<file path="src/rtl/msrv32_dmem_bus_ctrl.sv">
// ---------------------------------------------------------------------------
// msrv32_dmem_bus_ctrl
//   Data-memory bus sequencer in front of the load unit. It takes one load or
//   store from the execute stage, rejects misaligned accesses, runs an
//   AHB-lite-style address phase and data phase, and absorbs bus wait states.
//   It builds the store byte lanes and write mask, and registers the read
//   data, the error response and the request fields for the load unit. The
//   pipeline is stalled while a transfer is in flight.
//
// Optional feature:
//   MSRV32_DMEM_TIMEOUT_EN - when defined, a data phase that waits
//   TIMEOUT_CYCLES non-ready cycles is forced into the error path and
//   reported on timeout_out. When undefined, the data phase waits
//   indefinitely and timeout_out is tied low.
//
// Ports:
//   ms_riscv32_mp_clk_in / ms_riscv32_mp_rst_n_in : clock, sync active-low reset
//   mem_req_in, mem_we_in, iadder_in, rs2_in,
//   load_size_in, load_unsigned_in                : request from execute stage
//   ms_riscv32_mp_dmdata_in, ahb_ready_in,
//   ahb_err_in                                     : bus response
//   ms_riscv32_mp_dmaddr_out, _dmdata_out,
//   _dmwr_mask_out, _dmwr_req_out, _dmrd_req_out   : bus request
//   stall_out (combinational), done_out,
//   misaligned_out, timeout_out                    : pipeline status
//   lu_dmdata_out, ahb_resp_out, iadder_1_0_out,
//   load_size_out, load_unsigned_out               : to load unit
// ---------------------------------------------------------------------------
module msrv32_dmem_bus_ctrl #(
  parameter int unsigned TIMEOUT_CYCLES = 255
) (
  input  logic        ms_riscv32_mp_clk_in,
  input  logic        ms_riscv32_mp_rst_n_in,
  input  logic        mem_req_in,
  input  logic        mem_we_in,
  input  logic [31:0] iadder_in,
  input  logic [31:0] rs2_in,
  input  logic [1:0]  load_size_in,
  input  logic        load_unsigned_in,
  input  logic [31:0] ms_riscv32_mp_dmdata_in,
  input  logic        ahb_ready_in,
  input  logic        ahb_err_in,
  output logic [31:0] ms_riscv32_mp_dmaddr_out,
  output logic [31:0] ms_riscv32_mp_dmdata_out,
  output logic [3:0]  ms_riscv32_mp_dmwr_mask_out,
  output logic        ms_riscv32_mp_dmwr_req_out,
  output logic        ms_riscv32_mp_dmrd_req_out,
  output logic        stall_out,
  output logic        done_out,
  output logic        misaligned_out,
  output logic        timeout_out,
  output logic [31:0] lu_dmdata_out,
  output logic        ahb_resp_out,
  output logic [1:0]  iadder_1_0_out,
  output logic [1:0]  load_size_out,
  output logic        load_unsigned_out
);

  localparam int unsigned DATA_W = 32;
  localparam int unsigned MASK_W = 4;

  typedef enum logic [1:0] {
    S_IDLE = 2'b00,
    S_ADDR = 2'b01,
    S_DATA = 2'b10,
    S_ERR  = 2'b11
  } state_t;

  state_t              state;
  logic                we_q;
  logic                misaligned_c;
  logic [DATA_W-1:0]   lane_data_c;
  logic [MASK_W-1:0]   lane_mask_c;

`ifdef MSRV32_DMEM_TIMEOUT_EN
  localparam int unsigned CNT_W = (TIMEOUT_CYCLES > 255) ? $clog2(TIMEOUT_CYCLES + 1) : 8;
  logic [CNT_W-1:0]    wait_cnt;
  logic                timed_out_q;
`endif

  // Alignment check: halves need addr[0]=0, words need addr[1:0]=0.
  always_comb begin
    misaligned_c = 1'b0;
    case (load_size_in)
      2'b00:   misaligned_c = 1'b0;
      2'b01:   misaligned_c = iadder_in[0];
      default: misaligned_c = |iadder_in[1:0];
    endcase
  end

  // Store lane replication and write mask; loads drive no data and no mask.
  always_comb begin
    lane_data_c = '0;
    lane_mask_c = '0;
    if (mem_we_in) begin
      case (load_size_in)
        2'b00: begin
          lane_data_c = {4{rs2_in[7:0]}};
          lane_mask_c = MASK_W'(4'b0001 << iadder_in[1:0]);
        end
        2'b01: begin
          lane_data_c = {2{rs2_in[15:0]}};
          lane_mask_c = iadder_in[1] ? 4'b1100 : 4'b0011;
        end
        default: begin
          lane_data_c = rs2_in;
          lane_mask_c = 4'b1111;
        end
      endcase
    end
  end

  // Stall covers the accepting cycle as well as every busy state.
  assign stall_out = (state != S_IDLE) | (mem_req_in & ~misaligned_c);

`ifndef MSRV32_DMEM_TIMEOUT_EN
  // Timeout disabled; the parameter stays in the port list for drop-in builds.
  assign timeout_out = (TIMEOUT_CYCLES == 0) && 1'b0;
`endif

  // Sequencer: state plus all registered outputs.
  always_ff @(posedge ms_riscv32_mp_clk_in) begin
    if (!ms_riscv32_mp_rst_n_in) begin
      state                       <= S_IDLE;
      we_q                        <= 1'b0;
      ms_riscv32_mp_dmaddr_out    <= '0;
      ms_riscv32_mp_dmdata_out    <= '0;
      ms_riscv32_mp_dmwr_mask_out <= '0;
      ms_riscv32_mp_dmwr_req_out  <= 1'b0;
      ms_riscv32_mp_dmrd_req_out  <= 1'b0;
      done_out                    <= 1'b0;
      misaligned_out              <= 1'b0;
      lu_dmdata_out               <= '0;
      ahb_resp_out                <= 1'b0;
      iadder_1_0_out              <= '0;
      load_size_out               <= '0;
      load_unsigned_out           <= 1'b0;
`ifdef MSRV32_DMEM_TIMEOUT_EN
      wait_cnt                    <= '0;
      timed_out_q                 <= 1'b0;
      timeout_out                 <= 1'b0;
`endif
    end else begin
      // Single-cycle pulses default low.
      ms_riscv32_mp_dmwr_req_out <= 1'b0;
      ms_riscv32_mp_dmrd_req_out <= 1'b0;
      done_out                   <= 1'b0;
      misaligned_out             <= 1'b0;
`ifdef MSRV32_DMEM_TIMEOUT_EN
      timeout_out                <= 1'b0;
`endif

      case (state)
        S_IDLE: begin
          if (mem_req_in) begin
            if (misaligned_c) begin
              misaligned_out <= 1'b1;
            end else begin
              we_q                        <= mem_we_in;
              ms_riscv32_mp_dmaddr_out    <= {iadder_in[31:2], 2'b00};
              ms_riscv32_mp_dmdata_out    <= lane_data_c;
              ms_riscv32_mp_dmwr_mask_out <= lane_mask_c;
              ms_riscv32_mp_dmwr_req_out  <= mem_we_in;
              ms_riscv32_mp_dmrd_req_out  <= ~mem_we_in;
              iadder_1_0_out              <= iadder_in[1:0];
              load_size_out               <= load_size_in;
              load_unsigned_out           <= load_unsigned_in;
              state                       <= S_ADDR;
            end
          end
        end

        S_ADDR: begin
`ifdef MSRV32_DMEM_TIMEOUT_EN
          wait_cnt <= '0;
`endif
          state <= S_DATA;
        end

        S_DATA: begin
          if (ahb_ready_in) begin
            if (ahb_err_in) begin
              // Second cycle of the two-cycle AHB error response.
              state <= S_ERR;
            end else begin
              if (!we_q) begin
                lu_dmdata_out <= ms_riscv32_mp_dmdata_in;
              end
              ahb_resp_out <= 1'b0;
              done_out     <= 1'b1;
              state        <= S_IDLE;
            end
          end
`ifdef MSRV32_DMEM_TIMEOUT_EN
          else if (wait_cnt == CNT_W'(TIMEOUT_CYCLES - 1)) begin
            timed_out_q <= 1'b1;
            state       <= S_ERR;
          end else begin
            wait_cnt <= wait_cnt + CNT_W'(1);
          end
`endif
        end

        S_ERR: begin
          ahb_resp_out  <= 1'b1;
          lu_dmdata_out <= '0;
          done_out      <= 1'b1;
`ifdef MSRV32_DMEM_TIMEOUT_EN
          timeout_out   <= timed_out_q;
          timed_out_q   <= 1'b0;
`endif
          state         <= S_IDLE;
        end

        default: state <= S_IDLE;
      endcase
    end
  end

endmodule
</file>
<file path="config.mk">
export PLATFORM = sky130hd
export DESIGN_NAME = msrv32_dmem_bus_ctrl
export DESIGN_NICKNAME = d
export VERILOG_FILES = /design/src/rtl/msrv32_dmem_bus_ctrl.sv
export SDC_FILE = /design/constraint.sdc
export NUM_CORES = 1
export LEC_CHECK = 0
export CAP_MARGIN = 20
export CELL_PAD_IN_SITES_DETAIL_PLACEMENT = 2
export CELL_PAD_IN_SITES_GLOBAL_PLACEMENT = 2
export CORE_MARGIN = 5
export CORE_UTILIZATION = 21
export DETAILED_ROUTE_END_ITERATION = 10
export GPL_TIMING_DRIVEN = 0
export PLACE_DENSITY = 0.86
export SYNTH_ARGS = -nofsm -noshare
export SYNTH_HDL_FRONTEND = slang
export SYNTH_SLANG_ARGS = --single-unit
export TNS_END_PERCENT = 10
</file>
<file path="constraint.sdc">
create_clock -name ms_riscv32_mp_clk_in -period 1.43 [get_ports ms_riscv32_mp_clk_in]
set_clock_uncertainty 0.2 [all_clocks]
set_input_delay 0.143 -clock ms_riscv32_mp_clk_in [delete_from_list [all_inputs] [get_ports ms_riscv32_mp_clk_in]]
set_output_delay 0.143 -clock ms_riscv32_mp_clk_in [all_outputs]
set_load 0.005 [all_outputs]
</file>
[Yosys cells after proc, flatten, opt, wreduce, memory -nomap -nowiden]
Index checks and enable logic that the tools add are counted.
Storage, ports and cells
  logic and storage cells: 64
  register bits after elaboration: 111
  output and inout port bits: 112
Operators by class
  equal/unequal tests: 9
  mux-type cells: 22
  shifts and indexed selects: 1
  reduce and logical (&&, ||, !) cells: 11
  bitwise gates (word level): 7
Operators with widths (number)
  two-way mux 32 bit: 4
  one-hot mux 32 bit (2 select lines): 2
  AND reduction 3 bit: 4
  inequality test 2 bit (second input constant): 5
  two-way mux 2 bit: 4
  two-way mux 4 bit: 2
  one-hot mux 2 bit (4 select lines): 1
  one-hot mux 4 bit (2 select lines): 1
  one-hot mux 1 bit (2 select lines): 3
  two-way mux 1 bit: 5
  NOT 1 bit: 5
  equality test 2 x 1 -> 1 bit (second input constant): 2
  equality test 2 bit (second input constant): 2
  zero test 2 bit: 2
  AND reduction 4 bit: 1
  nonzero test 2 bit: 2
  OR reduction 4 bit: 1
  left shift 1 x 2 -> 4 bit (first input constant): 1
  OR reduction 2 bit: 1
  AND 1 bit: 1
  OR 1 bit: 1

[Logic depth before layout (Yosys ltp)]
  depth after elaboration: 5
  gate-level depth with buffers: 6
  gate-level depth less buffers: 3

[Least setup slack after synthesis]
OpenSTA, ideal clock, no wires.
  path type: register to register
  start point: register state[0]
  end point: register ms_riscv32_mp_dmwr_mask_out[2]
  required time: 1147 ps
  library setup time: 83 ps
  period minus slack after synthesis: 1444 ps
  slack: -14 ps
  stages on the path, launching flop included: 6
  path buffers: 2
  data arrival time: 1161 ps
  path through: dfxtp_1 -> nor3b_4 -> o21ai_1 -> buf_6 -> buf_6 -> o31ai_4
Between the ends
  word-level cells in the longest chain between the ends: 2
Ends and longest elaborated chain
  from (decl): line 69  | state_t state;
  from (signal assigned): line 124  | state <= S_IDLE;
  from (signal assigned): line 168  | state <= S_ADDR;
  from (signal assigned): line 177  | state <= S_DATA;
  zero test 2 bit: line 153  | case (state)
  AND reduction 3 bit (no line)
  to (signal assigned): line 162  | ms_riscv32_mp_dmwr_mask_out <= lane_mask_c;
  to (decl): line 45  | output logic [3:0] ms_riscv32_mp_dmwr_mask_out,
Every way passes these cells.
A chain may end at the register's enable or synchronous reset.

[Final worst setup path]
  start point: register state[1]
  end point: output port stall_out
Between the ends
  word-level cells in the longest chain between the ends: 2
Ends and longest elaborated chain
  nonzero test 2 bit: line 114  | assign stall_out = (state != S_IDLE) | (mem_req_in & ~misaligned_c);
  OR 1 bit: line 114
  to (decl): line 48  | output logic stall_out,
Every way passes these cells.

==> results.txt <==
outcome -> complete, but fails checks
failing checks -> hold timing, setup timing
worst setup path class -> reg -> out
setup repair after global routing missed its margin -> true
maximum fanout encountered on the critical timing path -> 10
post-DR wirelength/cell -> 19.0 um
Worst Tran Pin Value -> 0.562 ns
final layout net count -> 843
fraction of final layout cells sized beyond drive strength 1 -> 14.2%
Post-Syn Area per Cell -> 9.48 um^2
Core Footprint -> 22600 um^2
number of buffers added to fix hold violations after cts -> 1
clock tree from TritonCTS -> done
Worst Setup SP -> state[1]
Area Overhead vs Synth -> 60.4%
aggregate routed wire length -> 19.6 mm
die width -> 161 um
I/O pin cnt -> 217
GRT Overall Usage -> 14.9%
count of endpoints failing hold in the final timing report -> 1
cell total after placement -> 1002
CP endpoint kind -> output pin
leakage power figure -> 3.60 nW
Arr. time, crit path -> 1.25 ns
fmax -> 629 MHz
min Tclk post-route -> 1.59 ns
Cell Rows -> 55
flip-flop and latch count after synthesis -> 111
EDFF count, synth -> 0
netlist area before placement -> 4790 um^2
maximum number of buffers from clock root to sink -> 2
Syn Inst Count -> 505
Slew HR -> 62.5%
wire length of the first global-routing pass -> 30.2 mm
root buffer cell -> sky130_fd_sc_hd__clkbuf_16
worst setup margin -> -0.160 ns
Final Max Tran Viols -> 0
Peak VDD IR -> 0.548 mV
DRT Pass-1 Iters -> 4
via count of the first global-routing pass -> 4993
reg-to-reg critical path startpoint -> state[1]
post-layout instance count excluding filler cells -> 1027
final hold slack -> -0.0105 ns
initial antenna violation count -> 1
Post-synth top flop -> sky130_fd_sc_hd__dfxtp_1
total vias in the final route -> 4552
post-route setup TNS -> -7.14 ns
Worst Path Required -> 1.09 ns
count of synthesis-stage warnings from yosys -> 0
sum of internal, switching and leakage power -> 7.10 mW
Antenna Violating Nets Remaining -> 0
die height -> 161 um
DR vias/cell -> 4.43
most common cell after layout, fill and taps aside -> sky130_fd_sc_hd__nand2_1
grt ovf -> 0
Routability Congestion -> 0.726
share of the yosys chip area belonging to registers -> 46.4%
final HPWL from detailed placement -> 15.0 mm
final setup violation count -> 71
number of buffers inserted during clock tree synthesis -> 9
Filler cells -> 2524
clk slew on worst S/H paths -> 0.08 ns
clock latency of the later-clocked register in the worst-skew pair -> 0.35 ns
maximum level of the CTS H-tree -> 3
pin count of the biggest net entering global routing -> 17
Layout Utilization -> 34.0%
period utilisation layout -> 111%
CTS Sinks -> 111
overall die area -> 25900 um^2
power per standard cell area -> 925 nW/um^2
total inserted antenna cells -> 0
most frequent cells in the layout -> sky130_fd_sc_hd__nand2_1, sky130_fd_sc_hd__dlygate4sd2_1, sky130_fd_sc_hd__clkdlybuf4s50_1
start point of the worst min-delay path -> ms_riscv32_mp_rst_n_in
category of the worst setup path launch point -> flop
initial core utilization -> 21.2%
Hold WC Path Type -> in -> reg
distinct cell type count of the synthesized netlist -> 43
number of max-cap violations -> 0
count of port buffers added during placement -> 210
DRC marker count from the first detailed-route iteration -> 170
DRC violation count after routing -> 0
proportion of register bits with asynchronous set or reset after synthesis -> 0%
synthesized netlist by cell type (all sizes together), types with 8 or more instances:
cell type    n  area, um^2
o21a        11        82.6
dfxtp      111        2220
a21oi       19        98.9
clkbuf      12        45.0
o21ai       12        60.1
nand2      139         522
nand2b      10        70.1
a22o        19         166
nor3b       12         101
nand3        9        45.0
mux2i       67         671
buf         32         231
mux2        16         180
o211ai       8        60.1
worst max-delay path: stages, from the launching register on:
cell and delay, ns:
sky130_fd_sc_hd__dfxtp_4 0.36, sky130_fd_sc_hd__buf_6 0.14, sky130_fd_sc_hd__a311o_1 0.26, sky130_fd_sc_hd__buf_2 0.14
report_power, final:
group | switching (mW) | total, mW | internal (mW)
Sequential | 0.0675 | 3.28 | 3.21
Combinational | 0.572 | 1.27 | 0.695
Clock | 1.20 | 2.55 | 1.35
sequential cells by signal, summed over array words and instances, names as in the netlist:
register	flops
ms_riscv32_mp_dmwr_req_out	1
ms_riscv32_mp_dmrd_req_out	1
lu_dmdata_out	32
ms_riscv32_mp_dmdata_out	32
done_out	1
ms_riscv32_mp_dmwr_mask_out	4
ahb_resp_out	1
iadder_1_0_out	2
load_unsigned_out	1
we_q	1
state	2
load_size_out	2
ms_riscv32_mp_dmaddr_out	30
misaligned_out	1
metal layers:
layer  wire (um)  track usage [%]  vias to the layer above  part of all wire [%]
li1            -                -                     2192                     -
met1        8400             18.4                     2229                    43
met2        9790             25.9                      120                    50
met3        1220             4.31                        9                   6.2
met4         137             3.49                        2                  0.70
met5           7                0                        -                 0.036
layout make-up:
cell class                      count  area [um^2]  share of cell area (%)
Timing Repair Buffer              220         2070                    27.0
Multi-Input combinational cell    351         2360                    30.8
Sequential cell                   111         2260                    29.4
Clock inverter                      4         47.5                   0.619
Clock buffer                       11          233                    3.03
Inverter                            1         3.75                  0.0489
Tap cell                          285          357                    4.64
Buffer                             44          344                    4.48
through the flow:
| stage | setup slack [ns] | instance area [um^2] |
|---|---|---|
| 2_1_floorplan | 0.00136 | 4800 |
| 3_5_place_dp | -0.944 | 7260 |
| 3_3_place_gp | -0.976 | 7260 |
| 6_report | -0.160 | 7680 |
| 4_1_cts | -0.185 | 7640 |
| 5_1_grt | -0.228 | 7680 |
kinds of logic after synthesis:
| family | Yosys count | share of synthesized area (%) |
|---|---|---|
| and+or+nand+nor | 186 | 17.8 |
| buffers and inverters | 45 | 5.85 |
| DFF | 111 | 46.4 |
| AOI/OAI and AO/OA | 79 | 12.0 |
| other | 1 | 0.0783 |
| muxes | 83 | 17.8 |
final timing paths:
check | end | slack, ns | cells past startpoint
worst max register to register | ms_riscv32_mp_dmdata_out[15] | -0.16 | 6
worst min register to register | lu_dmdata_out[25] | 0.25 | 2
worst min-delay path | state[0] | -0.01 | 3
worst max-delay path | stall_out | -0.16 | 3
what timing repair did:
action | CTS | global route
buffers inserted | 7 | 0
setup endpoints to repair | 212 | 105
gates cloned | 2 | 0
gates resized for setup | 169 | 14
pin swaps | 7 | 13
hold endpoints to repair | 2 | 1
(Power assumes the default switching activity.)
==> RTL edit 1: new RTL, config.mk and constraints unchanged <==
The option `MSRV32_DMEM_TIMEOUT_EN` is turned on by a define.
--- a/src/rtl/msrv32_dmem_bus_ctrl.sv
+++ b/src/rtl/msrv32_dmem_bus_ctrl.sv
@@ -26,6 +26,8 @@
 //   lu_dmdata_out, ahb_resp_out, iadder_1_0_out,
 //   load_size_out, load_unsigned_out               : to load unit
 // ---------------------------------------------------------------------------
+`define MSRV32_DMEM_TIMEOUT_EN
+
 module msrv32_dmem_bus_ctrl #(
   parameter int unsigned TIMEOUT_CYCLES = 255
 ) (
Formal check against the unedited RTL: no difference found for any inputs over 4 cycles, from zero or initial values and one cycle with ms_riscv32_mp_rst_n_in low; that may be too few to reach the edited logic, so the function may still have changed.
==> RTL edit 1 against the original RTL <==
The run ends with setup timing left; synthesized area is 2.8% lower; sequential cell count is 10 higher; cell area is 11% higher; utilization is 5.1 points higher; worst hold slack better by 47 ps; power is 37% higher; sequential power is 10% higher; die area is 2.6% lower; maximum frequency is 6.2% lower; wire length is 15% higher; setup slack worse by 100 ps; first-iteration DRC count is 2.4% lower; critical path type is now flop to flop.
==> RTL edit 1: results (changes against the original RTL) <==
io_buffers: 213  # +1.4%
status: "finished, violations left"
worstHoldPathCells: 4  # +1
hold_path_end: "ms_riscv32_mp_dmwr_mask_out[0]"
synthAdderAreaFrac_pct: 0.538  # +0.54 points
synth_cell_types: 48  # +12%
drt-initial-drc-count: 166  # -2.4%
violations: "setup timing"
hpwl_um: 15400  # +3.1%
grt_pass1_wl_um: 34800  # +15%
cts_made_buffers: 17  # +8
ff2ff_path_depth: 7  # +1
setup_violations: 116  # +63%
vias: 5050  # +11%
gp_congestion: 0.773  # +6.5%
synth_mux_area_share_pct: 5.65  # -12 points
netlist_instances: 559  # +11%
critPathMaxFanout: 6  # -4
cts.clk_slew.worst_paths_ps: 60  # -20 ps
crit_family: "simple AND/OR/NAND/NOR gates"
worstSkewPairLatency_ps: 410  # +60 ps
synth.area.top_cells: "dfxtp_1, nand2_1, a21oi_1"
drive_gt1_share_pct: 24.0  # +9.8 points
final_cell_count_no_fill: 1110  # +8.1%
p_leak_nw: 3.63  # +0.64%
fin_nets: 924  # +9.6%
setup_slack_ps: -264  # -104 ps
ys_top_cells_by_count: "nand2_1, dfxtp_1, a21oi_1"
track_usage_pct: 17.5  # +2.6 points
hp-start: "iadder_in[1]"
ir_worst_vdd_mv: 0.675  # +23%
synth_compound_area_share_pct: 16.4  # +4.3 points
antenna_found_initial: 0  # -1
grt_pass1_vias: 5792  # +16%
h-tree-depth: 4  # +1
drt-total-wl_um: 22600  # +15%
reg2reg_from: "state[0]"
yosysSeqAreaShare_pct: 52.1  # +5.7 points
-- RTL edit 1: cell count changes after synthesis, moves of 9 or more --
| cell | unedited run | this run |
|---|---|---|
| dfxtp_1 | 111 | 121 |
| nand2_1 | 139 | 171 |
| a21oi_1 | 18 | 86 |
| o21a_1 | 11 | 2 |
| o21ai_1 | 2 | 20 |
| mux2_1 | 15 | 0 |
| a22o_1 | 19 | 8 |
| buf_2 | 17 | 8 |
| mux2i_1 | 67 | 24 |
| nor2_1 | 3 | 19 |
| clkbuf_1 | 12 | 28 |
| nor3b_1 | 11 | 1 |
-- RTL edit 1: final cells by class --
type                    count  area [sq um]
fillers                  2429         13300
flip-flops and latches    121          2460
multi-input cells         395          2440
repair buffers            239          2270
clock buffers              20           467
plain buffers              38           372
well taps                 280           350
clock inverters            12           163
inverters                   5          18.8
-- RTL edit 1: layer usage --
metal  vias up  share of wire, %  track usage, %  wire [um]
li1       2401                 -               -          -
met1      2466                40            19.5       8990
met2       165                52            31.8      11800
met3        18               6.8            5.88       1530
met4         0               1.2            4.58        269
met5         -                 0               0          0
-- RTL edit 1: timing repair --
item,CTS,global route
hold endpoints to repair,3,1
hold buffers,2,1
cloned,4,2
setup endpoints to repair,228,129
setup buffers,16,1
gates resized for setup,251,71
pin swaps,33,19
-- RTL edit 1: kinds of logic after synthesis --
kind of cell	after synthesis
muxes	26
and+or+nand+nor	229
DFF	121
other	1
buffers and inverters	44
AOI/OAI and AO/OA	136
adders and majority gates	2
-- RTL edit 1: power by group --
group | leakage, nW | switching (mW) | internal, mW | total (mW)
Sequential | 0.992 | 0.0909 | 3.52 | 3.61
Combinational | 2.33 | 0.726 | 0.791 | 1.52
Clock | 0.304 | 1.73 | 2.90 | 4.63
Total | 3.63 | 2.54 | 7.21 | 9.75
==> RTL edit 2: new RTL, same flow settings <==
Made on the original files. The 4 states of `state_t` get a one-hot encoding in 4 bits.
--- a/src/rtl/msrv32_dmem_bus_ctrl.sv
+++ b/src/rtl/msrv32_dmem_bus_ctrl.sv
@@ -59,11 +59,11 @@
   localparam int unsigned DATA_W = 32;
   localparam int unsigned MASK_W = 4;
 
-  typedef enum logic [1:0] {
-    S_IDLE = 2'b00,
-    S_ADDR = 2'b01,
-    S_DATA = 2'b10,
-    S_ERR  = 2'b11
+  typedef enum logic [3:0] {
+    S_IDLE = 4'b0001,
+    S_ADDR = 4'b0010,
+    S_DATA = 4'b0100,
+    S_ERR  = 4'b1000
   } state_t;
 
   state_t              state;
Function: no difference found for any inputs over 4 cycles, from zero or initial values and one cycle with ms_riscv32_mp_rst_n_in low; so few cycles prove little.
==> RTL edit 2 against the original RTL <==
The run ends with setup timing left; synthesized cell count is 8.7% higher; setup slack worse by 380 ps; global-route usage is 3.2 points higher; power is 31% higher; largest power group is now the clock network; sequential cell count is 2 higher; count of clock-buffer cells in the layout is 11 higher; synthesized area is 4.7% lower; wire length is 21% higher; worst hold slack better by 89 ps; cell area is 11% higher.
==> RTL edit 2: results (changes against the original RTL) <==
yosysSeqAreaShare_pct: 49.6  # +3.2 points
worst-endpoint-arrival_ps: 2050  # +800 ps
met2_usage_pct: 33.1  # +7.2 points
dp_cells: 1043  # +4.1%
cts_root_buffer: "clkbuf_16"
synth.area.top_cells: "dfxtp_1, nand3_1, o21ai_0"
wl_met2_um: 12300  # +26%
h-tree-depth: 4  # +1
top_layer: "met4"
cts_made_buffers: 17  # +8
fin_nets: 913  # +8.3%
grt_use_met3_pct: 4.29  # -0.023 points
status: "finished, violations left"
worstSkewPairLatency_ps: 410  # +60 ps
netlist_instances: 549  # +8.7%
io_buffers: 212  # +0.95%
wl_met3_um: 1310  # +8.1%
vias_per_cell: 4.75  # +7.3%
grt_pass1_wl_um: 34200  # +13%
track_usage_pct: 18.2  # +3.2 points
drt-initial-drc-count: 185  # +8.8%
grt_pass1_vias: 5708  # +14%
gp_congestion: 0.803  # +11%
setup_slack_ps: -544  # -384 ps
wl_met1_um: 9530  # +13%
place_area_sq_um: 7070  # -2.5%
critPathMaxFanout: 6  # -4
synth_cell_types: 31  # -28%
violations: "setup timing"
hpwl_um: 15700  # +4.4%
setup_violations: 110  # +55%
ys_top_cells_by_count: "dfxtp_1, nand3_1, nand2_1"
drt-total-wl_um: 23600  # +21%
max_slew_margin_pct: 37.8  # -25 points
ir_worst_vdd_mv: 0.634  # +16%
cts.clk_slew.worst_paths_ps: 60  # -20 ps
vias: 5240  # +15%
met1_usage_pct: 21.3  # +2.9 points
crit_family: "simple AND/OR/NAND/NOR gates"
## RTL edit 2: kinds of logic after synthesis
kind of cell,after synthesis,share of synthesized area (%)
AOI/OAI and AO/OA,126,15.4
buffers and inverters,59,6.61
DFF,113,49.6
muxes,24,5.27
other,1,0.0822
and+or+nand+nor,226,23.0
## RTL edit 2: path summary, 6_finish.rpt
kind	start	endpoint	depth (start not counted)
hold reg to reg	lu_dmdata_out[27]	lu_dmdata_out[27]	2
setup / recovery	state[2]	ms_riscv32_mp_dmdata_out[13]	8
hold / removal	iadder_in[13]	ms_riscv32_mp_dmaddr_out[13]	3
setup reg to reg	state[2]	ms_riscv32_mp_dmdata_out[13]	8
## RTL edit 2: layout make-up
cell class              count  area, sq um
plain buffers              53          513
clock buffers              22          474
inverters                   5         18.8
multi-input cells         379         2330
repair buffers            239         2400
diodes                      1         2.50
flip-flops and latches    113         2280
well taps                 280          350
clock inverters            10          156
fillers                  2386        13100
## RTL edit 2: tightest hold or removal path: stages
cell and delay [ps]:
clkdlybuf4s50_1 400, nand2_1 60, o21ai_1 50
## RTL edit 2: what timing repair did
action,CTS,global route
gates cloned,9,3
setup endpoints to repair,219,118
resized for setup,244,69
pin swaps,9,20
buffers inserted,14,1
## RTL edit 2: power by group
| part | internal, mW | total [mW] | leakage, nW | switching (mW) |
|---|---|---|---|---|
| logic | 0.675 | 1.33 | 2.47 | 0.650 |
| registers | 3.25 | 3.31 | 0.922 | 0.0600 |
| clock network | 3.05 | 4.64 | 0.310 | 1.59 |
| total | 6.97 | 9.28 | 3.70 | 2.30 |
## RTL edit 2: per-stage QoR
stage               util [%]  TNS [ps]  worst slack, ps
floorplan                  -    -16940             -249
global placement        32.7    -82900             -910
detailed placement      32.7    -87890             -944
CTS                     38.1    -37150             -447
global route            39.4    -49620             -610
finish                  39.4    -42770             -544
